### src/rtl/vga_timing_gen.sv
// Parametrised VGA raster timing generator: en-gated h/v counters, decoded sync/blank,
// a DELAY-stage output pipeline, line/frame start pulses and a completed-frame counter.
module vga_timing_gen #(
    parameter int CNT_W          = 11,
    parameter int HL_TOTAL_TIME  = 1344,
    parameter int HL_BLANK_START = 1024,
    parameter int HL_SYNC_START  = 1048,
    parameter int HL_SYNC_END    = 1184,
    parameter int VL_TOTAL_TIME  = 806,
    parameter int VL_BLANK_START = 768,
    parameter int VL_SYNC_START  = 771,
    parameter int VL_SYNC_END    = 777,
    parameter bit HSYNC_POL      = 1'b0,
    parameter bit VSYNC_POL      = 1'b0,
    parameter int DELAY          = 1,
    parameter int FRAME_W        = 16
) (
    input  logic               clk,
    input  logic               rst_n,
    input  logic               en,
    output logic [CNT_W-1:0]   hcount,
    output logic [CNT_W-1:0]   vcount,
    output logic               hsync,
    output logic               vsync,
    output logic               hblnk,
    output logic               vblnk,
    output logic               line_start,
    output logic               frame_start,
    output logic [FRAME_W-1:0] frame_cnt
);

    if (!(HL_BLANK_START < HL_SYNC_START && HL_SYNC_START < HL_SYNC_END &&
          HL_SYNC_END <= HL_TOTAL_TIME)) begin : g_bad_h
        $error("vga_timing_gen: invalid horizontal timing parameters");
    end
    if (!(VL_BLANK_START < VL_SYNC_START && VL_SYNC_START < VL_SYNC_END &&
          VL_SYNC_END <= VL_TOTAL_TIME)) begin : g_bad_v
        $error("vga_timing_gen: invalid vertical timing parameters");
    end
    if (DELAY < 1 || DELAY > 4) begin : g_bad_delay
        $error("vga_timing_gen: DELAY must be 1..4");
    end

    localparam logic [CNT_W-1:0] H_LAST   = CNT_W'(HL_TOTAL_TIME - 1);
    localparam logic [CNT_W-1:0] V_LAST   = CNT_W'(VL_TOTAL_TIME - 1);
    localparam logic [CNT_W:0]   H_BLANK  = (CNT_W+1)'(HL_BLANK_START);
    localparam logic [CNT_W:0]   H_SYNC_S = (CNT_W+1)'(HL_SYNC_START);
    localparam logic [CNT_W:0]   H_SYNC_E = (CNT_W+1)'(HL_SYNC_END);
    localparam logic [CNT_W:0]   V_BLANK  = (CNT_W+1)'(VL_BLANK_START);
    localparam logic [CNT_W:0]   V_SYNC_S = (CNT_W+1)'(VL_SYNC_START);
    localparam logic [CNT_W:0]   V_SYNC_E = (CNT_W+1)'(VL_SYNC_END);
    localparam logic [2:0]       FILL_MAX = 3'(DELAY - 1);

    logic [CNT_W-1:0]   r_h_int, r_v_int;
    logic [CNT_W:0]     w_hx, w_vx;
    logic               w_hsync, w_vsync, w_hblnk, w_vblnk;

    logic [CNT_W-1:0]   r_h_pipe  [DELAY];
    logic [CNT_W-1:0]   r_v_pipe  [DELAY];
    logic               r_hs_pipe [DELAY];
    logic               r_vs_pipe [DELAY];
    logic               r_hb_pipe [DELAY];
    logic               r_vb_pipe [DELAY];

    logic [2:0]         r_fill;
    logic [CNT_W-1:0]   w_ld_h, w_ld_v;
    logic               w_line_load, w_frame_load;
    logic               r_line_start, r_frame_start, r_seen_frame;
    logic [FRAME_W-1:0] r_frame_cnt;

    always_ff @(posedge clk or negedge rst_n) begin
        if (!rst_n) begin
            r_h_int <= '0;
            r_v_int <= '0;
        end else if (en) begin
            if (r_h_int == H_LAST) begin
                r_h_int <= '0;
                r_v_int <= (r_v_int == V_LAST) ? '0 : r_v_int + CNT_W'(1);
            end else begin
                r_h_int <= r_h_int + CNT_W'(1);
            end
        end
    end

    // Zero-extend so a SYNC_END equal to 2**CNT_W still compares correctly.
    assign w_hx    = {1'b0, r_h_int};
    assign w_vx    = {1'b0, r_v_int};
    assign w_hsync = (w_hx >= H_SYNC_S && w_hx < H_SYNC_E) ? HSYNC_POL : ~HSYNC_POL;
    assign w_vsync = (w_vx >= V_SYNC_S && w_vx < V_SYNC_E) ? VSYNC_POL : ~VSYNC_POL;
    assign w_hblnk = (w_hx >= H_BLANK);
    assign w_vblnk = (w_vx >= V_BLANK);

    always_ff @(posedge clk or negedge rst_n) begin
        if (!rst_n) begin
            for (int unsigned i = 0; i < DELAY; i++) begin
                r_h_pipe[i]  <= '0;
                r_v_pipe[i]  <= '0;
                r_hs_pipe[i] <= ~HSYNC_POL;
                r_vs_pipe[i] <= ~VSYNC_POL;
                r_hb_pipe[i] <= 1'b0;
                r_vb_pipe[i] <= 1'b0;
            end
        end else if (en) begin
            r_h_pipe[0]  <= r_h_int;
            r_v_pipe[0]  <= r_v_int;
            r_hs_pipe[0] <= w_hsync;
            r_vs_pipe[0] <= w_vsync;
            r_hb_pipe[0] <= w_hblnk;
            r_vb_pipe[0] <= w_vblnk;
            for (int unsigned i = 1; i < DELAY; i++) begin
                r_h_pipe[i]  <= r_h_pipe[i-1];
                r_v_pipe[i]  <= r_v_pipe[i-1];
                r_hs_pipe[i] <= r_hs_pipe[i-1];
                r_vs_pipe[i] <= r_vs_pipe[i-1];
                r_hb_pipe[i] <= r_hb_pipe[i-1];
                r_vb_pipe[i] <= r_vb_pipe[i-1];
            end
        end
    end

    if (DELAY == 1) begin : g_src_direct
        assign w_ld_h = r_h_int;
        assign w_ld_v = r_v_int;
    end else begin : g_src_pipe
        assign w_ld_h = r_h_pipe[DELAY-2];
        assign w_ld_v = r_v_pipe[DELAY-2];
    end

    // Reset-fill entries reaching the last stage carry no real position, so pulses
    // wait until DELAY-1 loads have already happened.
    assign w_line_load  = en && (r_fill == FILL_MAX) && (w_ld_h == '0);
    assign w_frame_load = w_line_load && (w_ld_v == '0);

    always_ff @(posedge clk or negedge rst_n) begin
        if (!rst_n) begin
            r_fill        <= '0;
            r_line_start  <= 1'b0;
            r_frame_start <= 1'b0;
            r_seen_frame  <= 1'b0;
            r_frame_cnt   <= '0;
        end else begin
            if (en && r_fill != FILL_MAX) r_fill <= r_fill + 3'd1;
            r_line_start  <= w_line_load;
            r_frame_start <= w_frame_load;
            if (w_frame_load) begin
                if (r_seen_frame) r_frame_cnt <= r_frame_cnt + FRAME_W'(1);
                r_seen_frame <= 1'b1;
            end
        end
    end

    assign hcount      = r_h_pipe[DELAY-1];
    assign vcount      = r_v_pipe[DELAY-1];
    assign hsync       = r_hs_pipe[DELAY-1];
    assign vsync       = r_vs_pipe[DELAY-1];
    assign hblnk       = r_hb_pipe[DELAY-1];
    assign vblnk       = r_vb_pipe[DELAY-1];
    assign line_start  = r_line_start;
    assign frame_start = r_frame_start;
    assign frame_cnt   = r_frame_cnt;

endmodule

### config.mk
export PLATFORM = sky130hd
export DESIGN_NAME = vga_timing_gen
export DESIGN_NICKNAME = d
export VERILOG_FILES = /design/src/rtl/vga_timing_gen.sv
export SDC_FILE = /design/constraint.sdc
export NUM_CORES = 1
export LEC_CHECK = 0
export CORE_MARGIN = 2
export CORE_UTILIZATION = 30
export CTS_CLUSTER_DIAMETER = 120
export DETAILED_ROUTE_END_ITERATION = 12
export GPL_ROUTABILITY_DRIVEN = 0
export SLEW_MARGIN = 40
export SYNTH_ARGS = -nofsm -noshare
export SYNTH_HDL_FRONTEND = slang
export SYNTH_SLANG_ARGS = --single-unit
### constraint.sdc
create_clock -name clk -period 2.5 [get_ports clk]
set_clock_uncertainty 0.05 [all_clocks]
set_input_delay 0.5 -clock clk [delete_from_list [all_inputs] [get_ports clk]]
set_output_delay 0.5 -clock clk [all_outputs]
set_load 0.005 [all_outputs]
== Word-level counts from Yosys, hierarchy flattened ==
Cells that the tools add are included.
Widths: inputs -> output; s select.
Word-level totals
  output and inout port bits: 44
  word-level logic and storage cells: 41
  bits in registers: 70
Operators by class
  reduce and logical (&&, ||, !) cells: 12
  magnitude comparators: 6
  $add $sub $neg: 4
  equality and inequality tests: 2
  mux-type cells: 4
Operators by type and width (count)
  $add 11x1->11 const B: 2
  $ge 11x10->1 const B: 2
  $ge 11x11->1 const B: 2
  $logic_not 11->1: 2
  $mux 11: 2
  $add 16x1->16 const B: 1
  $eq 11x10->1 const B: 1
  $eq 11x11->1 const B: 1
  $lt 11x10->1 const B: 1
  $lt 11x11->1 const B: 1
  $logic_and 1x1->1: 6
  $reduce_and 2->1: 2
  $add 3x1->3 const B: 1
  $logic_not 3->1: 1
  $reduce_bool 3->1: 1
  $mux 1: 2

== Longest topological paths before layout ==
  depth in word-level cells: 5
  mapped depth: 7

== Worst setup path after synthesis ==
OpenSTA, ideal clock, no wires.
  path type: reg-to-reg
  start: register r_v_int[0]
  end: register r_v_int[10]
  library setup time: 0.079 ns
  setup slack: 0.718 ns
  arrival time: 1.653 ns
  data required time: 2.371 ns
  clock period less this slack: 1.782 ns
  path buffers: 0
  stages on the path, launching flop included: 6
  path through: dfrtp_1 > ha_1 > and3_1 > or3b_2 > nor4_1 > xor2_1
On the way
  word-level cells in the longest chain between the ends: 2
  elaborated cells on any way between the ends: 3
  classes of those cells: add/sub: 1; eq/ne: 1; mux: 1
Ends and longest elaborated chain
  start, declared: RTL line 54  | logic [CNT_W-1:0] r_h_int, r_v_int;
  start signal, assigned: RTL line 78  | r_v_int <= (r_v_int == V_LAST) ? '0 : r_v_int + CNT_W'(1);
  $add 11x1->11 / $eq 11x10->1 (equally long branches): RTL line 78
  $mux 11 (*): RTL line 78
Mark *: on every way between the ends. The rest lies on a longest branch, timed or not.
A chain may end at the register's enable or synchronous reset.

== Worst setup path after layout ==
  start: input port en
  end: register r_frame_cnt[1] (netlist: frame_cnt[1])
On the way
  word-level cells in the longest chain between the ends: 4
Ends and longest elaborated chain
  start, declared: RTL line 20  | input logic en,
  $logic_and 1x1->1 (2 in series): RTL line 131  | assign w_line_load = en && (r_fill == FILL_MAX) && (w_ld_h == '0);
  $logic_and 1x1->1: RTL line 132  | assign w_frame_load = w_line_load && (w_ld_v == '0);
  $reduce_and 2->1 (no source line)
  end signal, assigned: RTL line 146  | if (r_seen_frame) r_frame_cnt <= r_frame_cnt + FRAME_W'(1);
  end, declared: RTL line 69  | logic [FRAME_W-1:0] r_frame_cnt;
No other way between the ends.

==> reports/results.txt <==
Initial antenna violation count - 0
Count of input and output buffers - 46
Synth Warn # - 0
Total power - 2.89 mW
Root Buffer - clkbuf_16
IO Pins - 47
Logic pwr share - 13.3%
P_sw - 0.762 mW
FILL cells - 1082
Largest family of logic cells by synthesized area - simple AND/OR/NAND/NOR gates
First-pass GRT wire length - 12500 um
Routed vias - 2443
Switching fraction of total power - 26.4%
Setup violators final - 0
Synth area leaders - dfrtp_1 50%, mux2_2 7.6%, xor2_1 4.6%, ha_1 2.9%, nand2_1 2.7%
Max cap viols - 0
Setup TNS - 0 ns
Clk slew on worst S/H paths - 0.05 ns
TritonCTS clock tree - built
DRT antenna net count - 0
Fin crit share - 83.5%
Slew @ Worst Pin - 0.599 ns
Async SR Flop Fraction - 100%
Post-synth top cells - 68 x dfrtp_1, 24 x nand2_1, 23 x mux2_2
Mapped Nets - 306
Remaining DRCs - 0
Capturing element type of the critical path - flip-flop
R2R Path Start - r_v_int[1]
Area Growth Syn to Fin - 26.6%
Post-synth EDFFs - 0
CORE AREA - 10900 sq um
Pre-CTS WS - 0.0987 ns
Worst min path class - in -> async
Number of CTS-inserted buffers - 9
WHS - 0.131 ns
Post-synthesis cell count - 295
Final min period - 2.09 ns
Worst Setup Start Kind - input pin
Largest area contributor in the netlist - dfrtp_1
Run status - completed
Total Nets Final - 356
Total GRT Usage - 13.2%
Slew Limit Fails - 0
TritonRoute pass-1 iters - 4
Synth Flop Type - dfrtp_1
CP Cell Sequence - clkdlybuf4s50_1 -> and4bb_2 -> nand4_4 -> nor2_1 -> mux2_2
Hold_buf cts - 0
Synth Area in Adders - 2.95%
Most frequent cell after synthesis - dfrtp_1
Largest stage delay, worst path - 0.51 ns
Inst Count DP - 474
Xor-xnor portion of the synthesized cell area - 6.19%
Peak supply drop - 0.440 mV
Final hold vios - 0
Syn Area/Cell - 11.5 sq um
Seq pwr share - 46.7%
Pin count of the biggest net entering global routing - 32
H-tree depth - 3
Synth Area in Simple Gates - 22.0%
Clock buffer depth - 2
Mapped Area - 3390 sq um
Final non-filler cell total - 490
Register area share after synthesis - 51.7%
Die Wd - 110 um
Worst R2R Setup Slack - 0.44 ns
DR WL/cell - 14.3 um
DP HPWL - 5040 um
Worst R2R Path Depth - 6
RSZ-0062 raised after global routing - no
Total grt overflow - 0
Die area - 12200 sq um
Crit path arrival time - 2.25 ns
Num rows - 38
CP Max Fanout - 17
Fmax - 479 MHz
# Post-CTS Setup Buffers - 0
Clock Sink Count - 70
Slew Limit Headroom - 60.1%
CP required - 2.66 ns
PostCTS Resize Cnt - 0
Vert. Die Dim - 110 um
Layout cells sized above 1 - 18.6%
Power Density - 672 nW/um^2
Synth cell types - 50
Clock Latency Late Sink - 0.33 ns
Initial drt markers - 94
Mux share of post-synthesis cell area - 7.63%
Kind of critical path - in -> reg
Slowest cell on the critical path - clkdlybuf4s50_1
Vias in the first global route - 2533
Power Internal - 2.13 mW
P_leak - 1.90 nW
Yosys reg bits - 70
Reg2reg end - frame_cnt[1]
Compound-cell area share of the yosys netlist - 6.31%
Starting Density - 31.0%
Yosys top cell area share - 50.1%
Vias/cell - 4.99
Number of antenna diodes - 0
Clock power frac - 40.0%
Final wirelength - 6990 um
Worst setup margin - 0.411 ns
[logic make-up (layout without fill, tap and decap cells)]
| group | after synthesis | count (layout) |
|---|---|---|
| AO/OA/AOI/OAI | 34 | 34 |
| XOR/XNOR | 24 | 24 |
| adder cells (fa/ha/maj) | 8 | 8 |
| buffers and inverters | 25 | 80 |
| flip-flops | 70 | 70 |
| multiplexers | 23 | 23 |
| AND/OR/NAND/NOR | 111 | 111 |
[power groups by stage]
stage / logic, mW / registers (mW) / clock network, mW
after global routing: 0.438 / 1.37 / 1.25
after detailed placement: 0.388 / 1.37 / 0
after global placement: 0.375 / 1.37 / 0
after CTS: 0.395 / 1.35 / 1.20
final: 0.384 / 1.35 / 1.15
after floorplan: 0.232 / 1.34 / 0
[flip-flops by register name (all words and copies together), names as in the netlist, 3 cells and up]
signal     flops
r_v_int       11
vcount        11
r_h_int       11
frame_cnt     16
r_fill         3
hcount        11
[per-layer routing]
metal	vias up	global-route usage, %	routed length, um	share of wire [%]
met4	0	4.20	83	1.2
li1	1163	-	-	-
met1	1220	18.0	3400	49
met3	6	4.47	406	5.8
met2	54	19.9	3100	44
met5	-	0	0	0
[cells in the final DEF, fill, tap and decap left out, types with 3 or more instances in the layout]
master	synthesis	layout
nand4_1	11	11
nor4_1	7	7
a21oi_1	6	6
dfrtp_1	68	68
xor2_1	18	18
clkinvlp_4	0	3
inv_1	11	11
o21ai_0	14	14
nor3_1	7	7
xnor2_1	6	6
ha_1	8	8
clkbuf_16	0	9
nand2_1	24	24
and3_1	8	8
nand3_1	13	13
clkdlybuf4s50_1	0	45
nor2_1	11	11
nor4_4	4	4
o31ai_1	3	3
buf_4	0	6
mux2_2	23	23
[critical path, delay by kind of cell]
family | cells | cell delay [ns]
mux | 1 | 0.37
buf+inv | 1 | 0.51
simple gates | 3 | 0.87
[per-stage QoR]
step / utilization (%) / area, sq um
after floorplan: - / 3390
after global placement: 36.8 / 4020
after detailed placement: 36.8 / 4020
after CTS: 39.3 / 4300
after global routing: 39.3 / 4300
final: 39.3 / 4300
[final cells by class]
class / instances / area (sq um) / area share, %
multi-input cells: 200 / 1530 / 35.6
repair buffers: 53 / 520 / 12.1
inverters: 11 / 41.3 / 0.961
clock buffers: 9 / 225 / 5.24
clock inverters: 7 / 50.0 / 1.16
flip-flops and latches: 70 / 1750 / 40.8
well taps: 140 / 175 / 4.08
[worst max-delay path by stage]
stage,start,to,slack [ns],depth (start not counted)
after detailed placement,en,frame_cnt[1],0.1,5
after CTS,en,frame_cnt[1],0.44,5
after global routing,r_v_int[1],frame_cnt[1],0.31,6
after global placement,en,frame_cnt[1],0.15,5
after floorplan,r_v_int[0],r_v_int[10],0.72,5
final,en,frame_cnt[1],0.41,5
Note: power is estimated with default switching activity, not from simulation.
